[src/rtl/clock_meter_defs.sv]
// Shared definitions for the clock period meter.
//   meter_state_e   : FSM state encodings (idle / measuring / timed out)
//   DefaultCntWidth : default width of the cycle counter and measurement outputs
package clock_meter_defs;

  localparam int unsigned DefaultCntWidth = 16;

  typedef enum logic [1:0] {
    StIdle    = 2'b00,
    StMeasure = 2'b01,
    StTimeout = 2'b10
  } meter_state_e;

endpackage

[src/rtl/sync_edge_detect.sv]
// Two-flop synchroniser followed by a history flop; flags single-cycle rise/fall
// events of an asynchronous input in the clk domain.
//   clk     : system clock
//   reset_n : asynchronous active-low reset
//   din     : asynchronous input
//   rise    : one-cycle pulse, synchronised din went 0 -> 1
//   fall    : one-cycle pulse, synchronised din went 1 -> 0
module sync_edge_detect (
  input  logic clk,
  input  logic reset_n,
  input  logic din,
  output logic rise,
  output logic fall
);

  logic s1_q, s2_q, s3_q;

  always_ff @(posedge clk or negedge reset_n) begin
    if (!reset_n) begin
      s1_q <= 1'b0;
      s2_q <= 1'b0;
      s3_q <= 1'b0;
    end else begin
      s1_q <= din;
      s2_q <= s1_q;
      s3_q <= s2_q;
    end
  end

  assign rise = s2_q & ~s3_q;
  assign fall = ~s2_q & s3_q;

endmodule

[src/rtl/clock_period_meter.sv]
// Measures period and high time of a slow free-running square wave in clk cycles.
//   clk       : system clock
//   reset_n   : asynchronous active-low reset
//   slow_in   : measured signal, asynchronous to clk
//   period    : clk cycles between the last two rising edges
//   high_time : clk cycles from rise to fall within that period
//   valid     : one-cycle pulse when period/high_time update
//   locked    : last two measurements identical
//   timeout   : no rising edge for TIMEOUT_CYC cycles
module clock_period_meter
  import clock_meter_defs::*;
#(
  parameter int unsigned CNT_WIDTH   = DefaultCntWidth,
  parameter int unsigned TIMEOUT_CYC = 1000
) (
  input  logic                 clk,
  input  logic                 reset_n,
  input  logic                 slow_in,
  output logic [CNT_WIDTH-1:0] period,
  output logic [CNT_WIDTH-1:0] high_time,
  output logic                 valid,
  output logic                 locked,
  output logic                 timeout
);

  localparam logic [CNT_WIDTH-1:0] CntMax = CNT_WIDTH'(TIMEOUT_CYC - 1);

  logic rise, fall;

  sync_edge_detect u_sync (
    .clk     (clk),
    .reset_n (reset_n),
    .din     (slow_in),
    .rise    (rise),
    .fall    (fall)
  );

  meter_state_e         state_q, state_d;
  logic [CNT_WIDTH-1:0] cnt_q, cnt_d;
  logic [CNT_WIDTH-1:0] hi_cap_q, hi_cap_d;
  logic [CNT_WIDTH-1:0] period_q, period_d;
  logic [CNT_WIDTH-1:0] high_q, high_d;
  logic                 valid_q, valid_d;
  logic                 locked_q, locked_d;
  logic                 timeout_q, timeout_d;
  // A previous measurement exists to compare against for lock.
  logic                 have_prev_q, have_prev_d;

  logic [CNT_WIDTH-1:0] cnt_inc;
  logic                 cnt_at_max;

  // cnt never exceeds CntMax <= 2^CNT_WIDTH-2, so cnt+1 cannot wrap.
  assign cnt_inc    = cnt_q + CNT_WIDTH'(1);
  assign cnt_at_max = (cnt_q == CntMax);

  always_comb begin
    state_d     = state_q;
    cnt_d       = cnt_q;
    hi_cap_d    = hi_cap_q;
    period_d    = period_q;
    high_d      = high_q;
    valid_d     = 1'b0;
    locked_d    = locked_q;
    timeout_d   = timeout_q;
    have_prev_d = have_prev_q;

    if (rise) begin
      cnt_d = '0;
    end else if (!cnt_at_max) begin
      cnt_d = cnt_inc;
    end

    unique case (state_q)
      StIdle: begin
        if (rise) begin
          state_d = StMeasure;
        end else if (cnt_at_max) begin
          state_d     = StTimeout;
          timeout_d   = 1'b1;
          locked_d    = 1'b0;
          have_prev_d = 1'b0;
        end
      end
      StMeasure: begin
        if (fall) begin
          hi_cap_d = cnt_inc;
        end
        // Rise wins over a simultaneous counter saturation.
        if (rise) begin
          period_d    = cnt_inc;
          high_d      = hi_cap_q;
          valid_d     = 1'b1;
          locked_d    = have_prev_q && (cnt_inc == period_q) && (hi_cap_q == high_q);
          have_prev_d = 1'b1;
        end else if (cnt_at_max) begin
          state_d     = StTimeout;
          timeout_d   = 1'b1;
          locked_d    = 1'b0;
          have_prev_d = 1'b0;
        end
      end
      StTimeout: begin
        // The period ending at this rise is partial and is dropped.
        if (rise) begin
          state_d   = StMeasure;
          timeout_d = 1'b0;
        end
      end
      default: begin
        state_d = StIdle;
      end
    endcase
  end

  always_ff @(posedge clk or negedge reset_n) begin
    if (!reset_n) begin
      state_q     <= StIdle;
      cnt_q       <= '0;
      hi_cap_q    <= '0;
      period_q    <= '0;
      high_q      <= '0;
      valid_q     <= 1'b0;
      locked_q    <= 1'b0;
      timeout_q   <= 1'b0;
      have_prev_q <= 1'b0;
    end else begin
      state_q     <= state_d;
      cnt_q       <= cnt_d;
      hi_cap_q    <= hi_cap_d;
      period_q    <= period_d;
      high_q      <= high_d;
      valid_q     <= valid_d;
      locked_q    <= locked_d;
      timeout_q   <= timeout_d;
      have_prev_q <= have_prev_d;
    end
  end

  assign period    = period_q;
  assign high_time = high_q;
  assign valid     = valid_q;
  assign locked    = locked_q;
  assign timeout   = timeout_q;

endmodule

[config.mk]
export PLATFORM = sky130hd
export DESIGN_NAME = clock_period_meter
export DESIGN_NICKNAME = d
export VERILOG_FILES = /design/src/rtl/clock_meter_defs.sv /design/src/rtl/sync_edge_detect.sv /design/src/rtl/clock_period_meter.sv
export SDC_FILE = /design/constraint.sdc
export NUM_CORES = 1
export LEC_CHECK = 0
export CORE_AREA = 3 3 81 83
export CTS_BUF_LIST = sky130_fd_sc_hd__clkbuf_16
export CTS_CLUSTER_DIAMETER = 120
export DETAILED_ROUTE_END_ITERATION = 10
export DIE_AREA = 0 0 84 86
export PLACE_DENSITY = 0.92
export RECOVER_POWER = 50
export SYNTH_ARGS = -nofsm -noshare
export SYNTH_HDL_FRONTEND = slang
export SYNTH_SLANG_ARGS = --single-unit
export TNS_END_PERCENT = 1
[constraint.sdc]
create_clock -name clk -period 5.7 [get_ports clk]
set_input_delay 0.57 -clock clk [delete_from_list [all_inputs] [get_ports clk]]
set_output_delay 0.57 -clock clk [all_outputs]
set_load 0.05 [all_outputs]
Yosys cells after proc, flatten, opt, wreduce, memory -nomap -nowiden. Cells that the tools add are included.

Add/sub/neg operators: 1. Eq/ne operators: 11. Muxes and demuxes: 21. Bitwise operators: 4. Reductions and logical operators: 11.

Operator list (count): equality test 16 bit (2); 2-to-1 mux 16 bit (2); adder 16 x 1 -> 16 bit (second input constant) (1); equality test 16 x 10 -> 1 bit (second input constant) (1); 2-to-1 mux 1 bit (11); != test 2 bit (second input constant) (5); 2-to-1 mux 2 bit (4); AND reduction 2 bit (4); one-hot mux 1 bit (2 select lines) (3); one-hot mux 2 bit (3 select lines) (1); AND reduction 4 bit (1); nonzero test 2 bit (2); bitwise AND 1 bit (2); equality test 2 x 1 -> 1 bit (second input constant) (1); equality test 2 bit (second input constant) (1); logical AND 1 bit (2); logical NOT 2 bit (1); != test 2 x 1 -> 1 bit (second input constant) (1); NOT 1 bit (2); OR reduction 2 bit (1).

Flip-flop bits (word level): 73. Bits of input ports: 3. Output and inout bits: 35. Logic and storage cells: 60.

Logic depth before layout (Yosys ltp).
Word-level depth: 6. Mapped depth: 8. Mapped depth without buffers: 7.

Modules after synthesis. Synthesis repeated with hierarchy kept, for this count alone.

Cell total of the unflattened synthesis: 362. Area total of the unflattened synthesis: 3527.1 um^2.

Modules (own cells, without submodules): clock_period_meter (times used 1, cells each 357, area each 3437.0 um^2, seq. area each 1751.7 um^2); sync_edge_detect (times used 1, cells each 5, area each 90.1 um^2, seq. area each 75.1 um^2).

Worst setup path before layout. Ideal clock, no wire load.

Path kind: reg-to-reg. Start: reg cnt_q[5]. End: reg locked_q (netlist: locked). Library setup time: 95 ps. Arrival time: 2119 ps. Required time: 5605 ps. Slack: 3485 ps. Stages on the path, launching flop included: 8. Buffers on the path: 1. Period minus slack after synthesis: 2215 ps. Cells stage by stage: dfrtp_1 clkbuf_8 nand4_2 nor4_1 xnor2_1 o21ai_0 or4_1 o31ai_1.

Longest elaborated chain between the ends: 6. Elaborated cells on any way between the ends: 9. Those cells by class: add/sub: 1; eq/ne: 2; mux: 4; reduce/logical: 2.

RTL lines: start: declaration (RTL line clock_period_meter.sv:39) `logic [CNT_WIDTH-1:0] cnt_q, cnt_d;`; start signal: assignment (RTL line clock_period_meter.sv:128) `cnt_q <= cnt_d;`; adder 16 x 1 -> 16 bit (RTL line clock_period_meter.sv:53) `assign cnt_inc = cnt_q + CNT_WIDTH'(1);`; equality test 16 bit (RTL line clock_period_meter.sv:93) `locked_d = have_prev_q && (cnt_inc == period_q) && (hi_cap_q == high_q);`; logical AND 1 bit (2 in series) (RTL line clock_period_meter.sv:93); 2-to-1 mux 1 bit (RTL line clock_period_meter.sv:89) `if (rise) begin`; one-hot mux 1 bit (2 select lines) (*) (RTL line clock_period_meter.sv:73) `unique case (state_q)`; end signal: assignment (RTL line clock_period_meter.sv:133) `locked_q <= locked_d;`; end: declaration (RTL line clock_period_meter.sv:44) `logic locked_q, locked_d;`.

Every way passes the cells marked *; elsewhere a longest branch is shown, timed or not. The select of a mux whose other input is x is not followed. A chain may end at the register's enable or synchronous reset.

Worst setup path after layout.
Start: reg u_sync.s2_q. End: reg locked_q (netlist: locked).

Longest elaborated chain between the ends: 3. Elaborated cells on any way between the ends: 5. Those cells by class: eq/ne: 1; mux: 2; bitwise: 1; reduce/logical: 1.

RTL lines: start: declaration (RTL line sync_edge_detect.sv:16) `logic s1_q, s2_q, s3_q;`; start signal: assignment (RTL line sync_edge_detect.sv:25) `s2_q <= s1_q;`; bitwise AND 1 bit (*) (RTL line sync_edge_detect.sv:30) `assign rise = s2_q & ~s3_q;`; 2-to-1 mux 1 bit / != test 2 bit (equally long branches); one-hot mux 1 bit (2 select lines) / AND reduction 2 bit (equally long branches).

Every way passes the cells marked *; elsewhere a longest branch is shown, timed or not.

==> results.md <==
* Lkg Pwr at 1.78 nW
* Final hold viol count at 0
* Post-CTS sizing at 0
* Seq/Total Area, Yosys at 0.532
* Period utilisation layout at 0.487
* H-tree Lvls at 3
* Hold Path Stages at 0
* Starting Density at 0.580
* Most common cell after layout, fill and taps aside: nand2_1
* Max-slew violation count at 0
* DRC viols at 0
* Yosys warns at 0
* Power per cell area at 388 nW/µm²
* Reg-to-Reg End: locked
* Slew HR at 0.267
* Num ports at 38
* N_diodes at 0
* Gr ovfl total at 0
* Final WS setup at 2.92 ns
* Crit path capture type: flip-flop
* Port bufs at 37
* Layout fillers at 427
* Die area at 7220 µm²
* Most frequent cells in the layout: nand2_1, dfrtp_1, nor2_1
* Clk_lat worst skew at 0.33 ns
* Peak VDD IR at 0.000279 V
* Drt pass-1 iters at 4
* Mean area per synthesized cell at 9.81 µm²
* F_max at 360 MHz
* GPL Wtd Cong at 0.873
* Crit Reg-Reg Startpoint: u_sync.s2_q
* Setup CP Type: flip-flop to flip-flop
* Via count at 2678
* Antenna violations before repair at 0
* CP required at 5.94 ns
* Critical Path Fanout Max at 18
* Hold Crit Start: u_sync.s1_q
* R2R setup slack at 2.92 ns
* Clk slew on worst S/H paths at 0.06 ns
* Syn_nets at 354
* Wire per inst at 17.3 µm
* Die Wd at 84 µm
* Pin count of the biggest net entering global routing at 74
* Fin crit period at 2.78 ns
* HPWL after detailed placement at 5.46 mm
* PnR Total Power at 1.58 mW
* Yosys reg bits at 73
* Worst Max-Slew Pin Slew at 1.10 ns
* Critical path launch point type: flip-flop
* Nets@finish at 388
* Hold Crit Endpoint: u_sync.s2_q
* First-pass GRT wire length at 13.4 mm
* CTS tree: done
* Worst Hold Class: flip-flop to flip-flop
* Worst Reg-to-Reg Cells at 7
* Total Routing Usage GR at 0.241
* Run status: finished clean
* Routed WL at 8.04 mm
* Worst Skew at 0.00385 ns
* Remaining antenna violation count at 0
* Dpl cells at 448
* Clk buf depth at 2
* Core area at 5920 µm²
* Most used DFF post-synth: dfrtp_1
* Critical Path AT at 3.01 ns
* # clock sinks at 73
* Cell count after synthesis at 350
* Vias in the first global route at 2632
* Root Driver: clkbuf_16
* Hold buffer count at CTS at 0
* Drt first-iter violations at 192
* # Max-Cap Violations at 0
* Place WS at 3.02 ns
* Unrepaired setup endpoints after global routing: false
* TNS Setup at 0 ns
* FFs w/ async S/R, synth at 1.00
* Fin cells at 464
* Via-to-Cell Ratio at 5.77
* Die Height at 86 µm
* FP Rows at 28
* Post-CTS Setup Bufs at 0
* CTS Buf Count at 9
* Number of synthesized flops with an enable pin at 0
* Post-Syn Area at 3430 µm²
* Finish-stage setup viols at 0
* Post-synth cell types at 46
* Area Growth Syn to Fin at 18.2%
* Layout cell share with drive strength beyond 1 at 0.0617
## worst max-delay path by stage
| stage | start | cells past startpoint | slack [ns] | endpoint |
|---|---|---|---|---|
| after detailed placement | cnt_q[0] | 6 | 3.02 | locked |
| after floorplan | cnt_q[5] | 7 | 3.49 | locked |
| after CTS | u_sync.s2_q | 7 | 2.96 | locked |
| after global placement | cnt_q[0] | 6 | 3.15 | locked |
| after global routing | u_sync.s2_q | 7 | 2.64 | locked |
| final | u_sync.s2_q | 7 | 2.92 | locked |
## synthesized netlist by cell type, drive strengths merged, types with 2 or more instances
cell type  instances  area, µm²
nor2b              2       12.5
dfrtp             73       1830
buf                6       53.8
nor4               8       50.1
xor2              16        140
nor2              38        153
clkbuf            10       57.6
or4                4       30.0
xnor2             28        253
a21oi             19       95.1
inv                3       11.3
o21ai             23        115
nor3               4       20.0
mux2i              4       40.0
nand2             74        278
nand4              8       56.3
nand2b             2       12.5
mux2               2       22.5
nand3              6       30.0
nor3b              2       15.0
## routing by layer
metal / wire, µm / up-vias / track usage
met3: 459 / 21 / 0.0605
met2: 3880 / 111 / 0.383
met5: 0 / - / 0
met4: 277 / 0 / 0.117
met1: 3430 / 1302 / 0.312
li1: - / 1244 / -
## where the power goes
group | internal [mW] | switching [mW]
sequential | 0.586 | 0.0786
combinational | 0.147 | 0.264
clock | 0.289 | 0.211
## flip-flops by register name, indices dropped and copies added (netlist names)
register,count
valid,1
u_sync.s1_q,1
hi_cap_q,16
u_sync.s2_q,1
locked,1
state_q,2
u_sync.s3_q,1
high_time,16
cnt_q,16
have_prev_q,1
period,16
timeout,1
## worst max-delay path: stages (launching register included)
cell and delay [ns]:
dfrtp_1 0.38, nor2b_1 0.83, nand2_1 0.24, clkinv_1 0.39, nand4_1 0.15, nor4_1 0.31
nand4_1 0.16, o31ai_1 0.22
## per-stage QoR
stage | hold slack [ns] | util | instance area, µm²
floorplan | 0.274 | - | 3430
global placement | 0.367 | 0.641 | 3800
detailed placement | 0.355 | 0.641 | 3800
CTS | 0.377 | 0.686 | 4060
global route | 0.383 | 0.686 | 4060
finish | 0.371 | 0.686 | 4060
## logic make-up after synthesis
| group | count (synthesis) | synth area share |
|---|---|---|
| xor gates and xnor gates | 45 | 0.121 |
| muxes | 6 | 0.0182 |
| adders and majority gates | 2 | 0.00656 |
| DFF | 73 | 0.532 |
| buffers and inverters | 20 | 0.0368 |
| and+or+nand+nor | 153 | 0.202 |
| AOI/OAI and AO/OA | 51 | 0.0831 |
## cell type report
cell class | count | area, µm² | share of cell area
well taps | 75 | 93.8 | 0.0231
clock inverters | 7 | 37.5 | 0.00925
multi-input cells | 257 | 1480 | 0.365
repair buffers | 39 | 380 | 0.0937
inverters | 4 | 15.0 | 0.00370
flip-flops and latches | 73 | 1830 | 0.450
clock buffers | 9 | 225 | 0.0555
No activity file was read; power rests on OpenSTA's default activity.
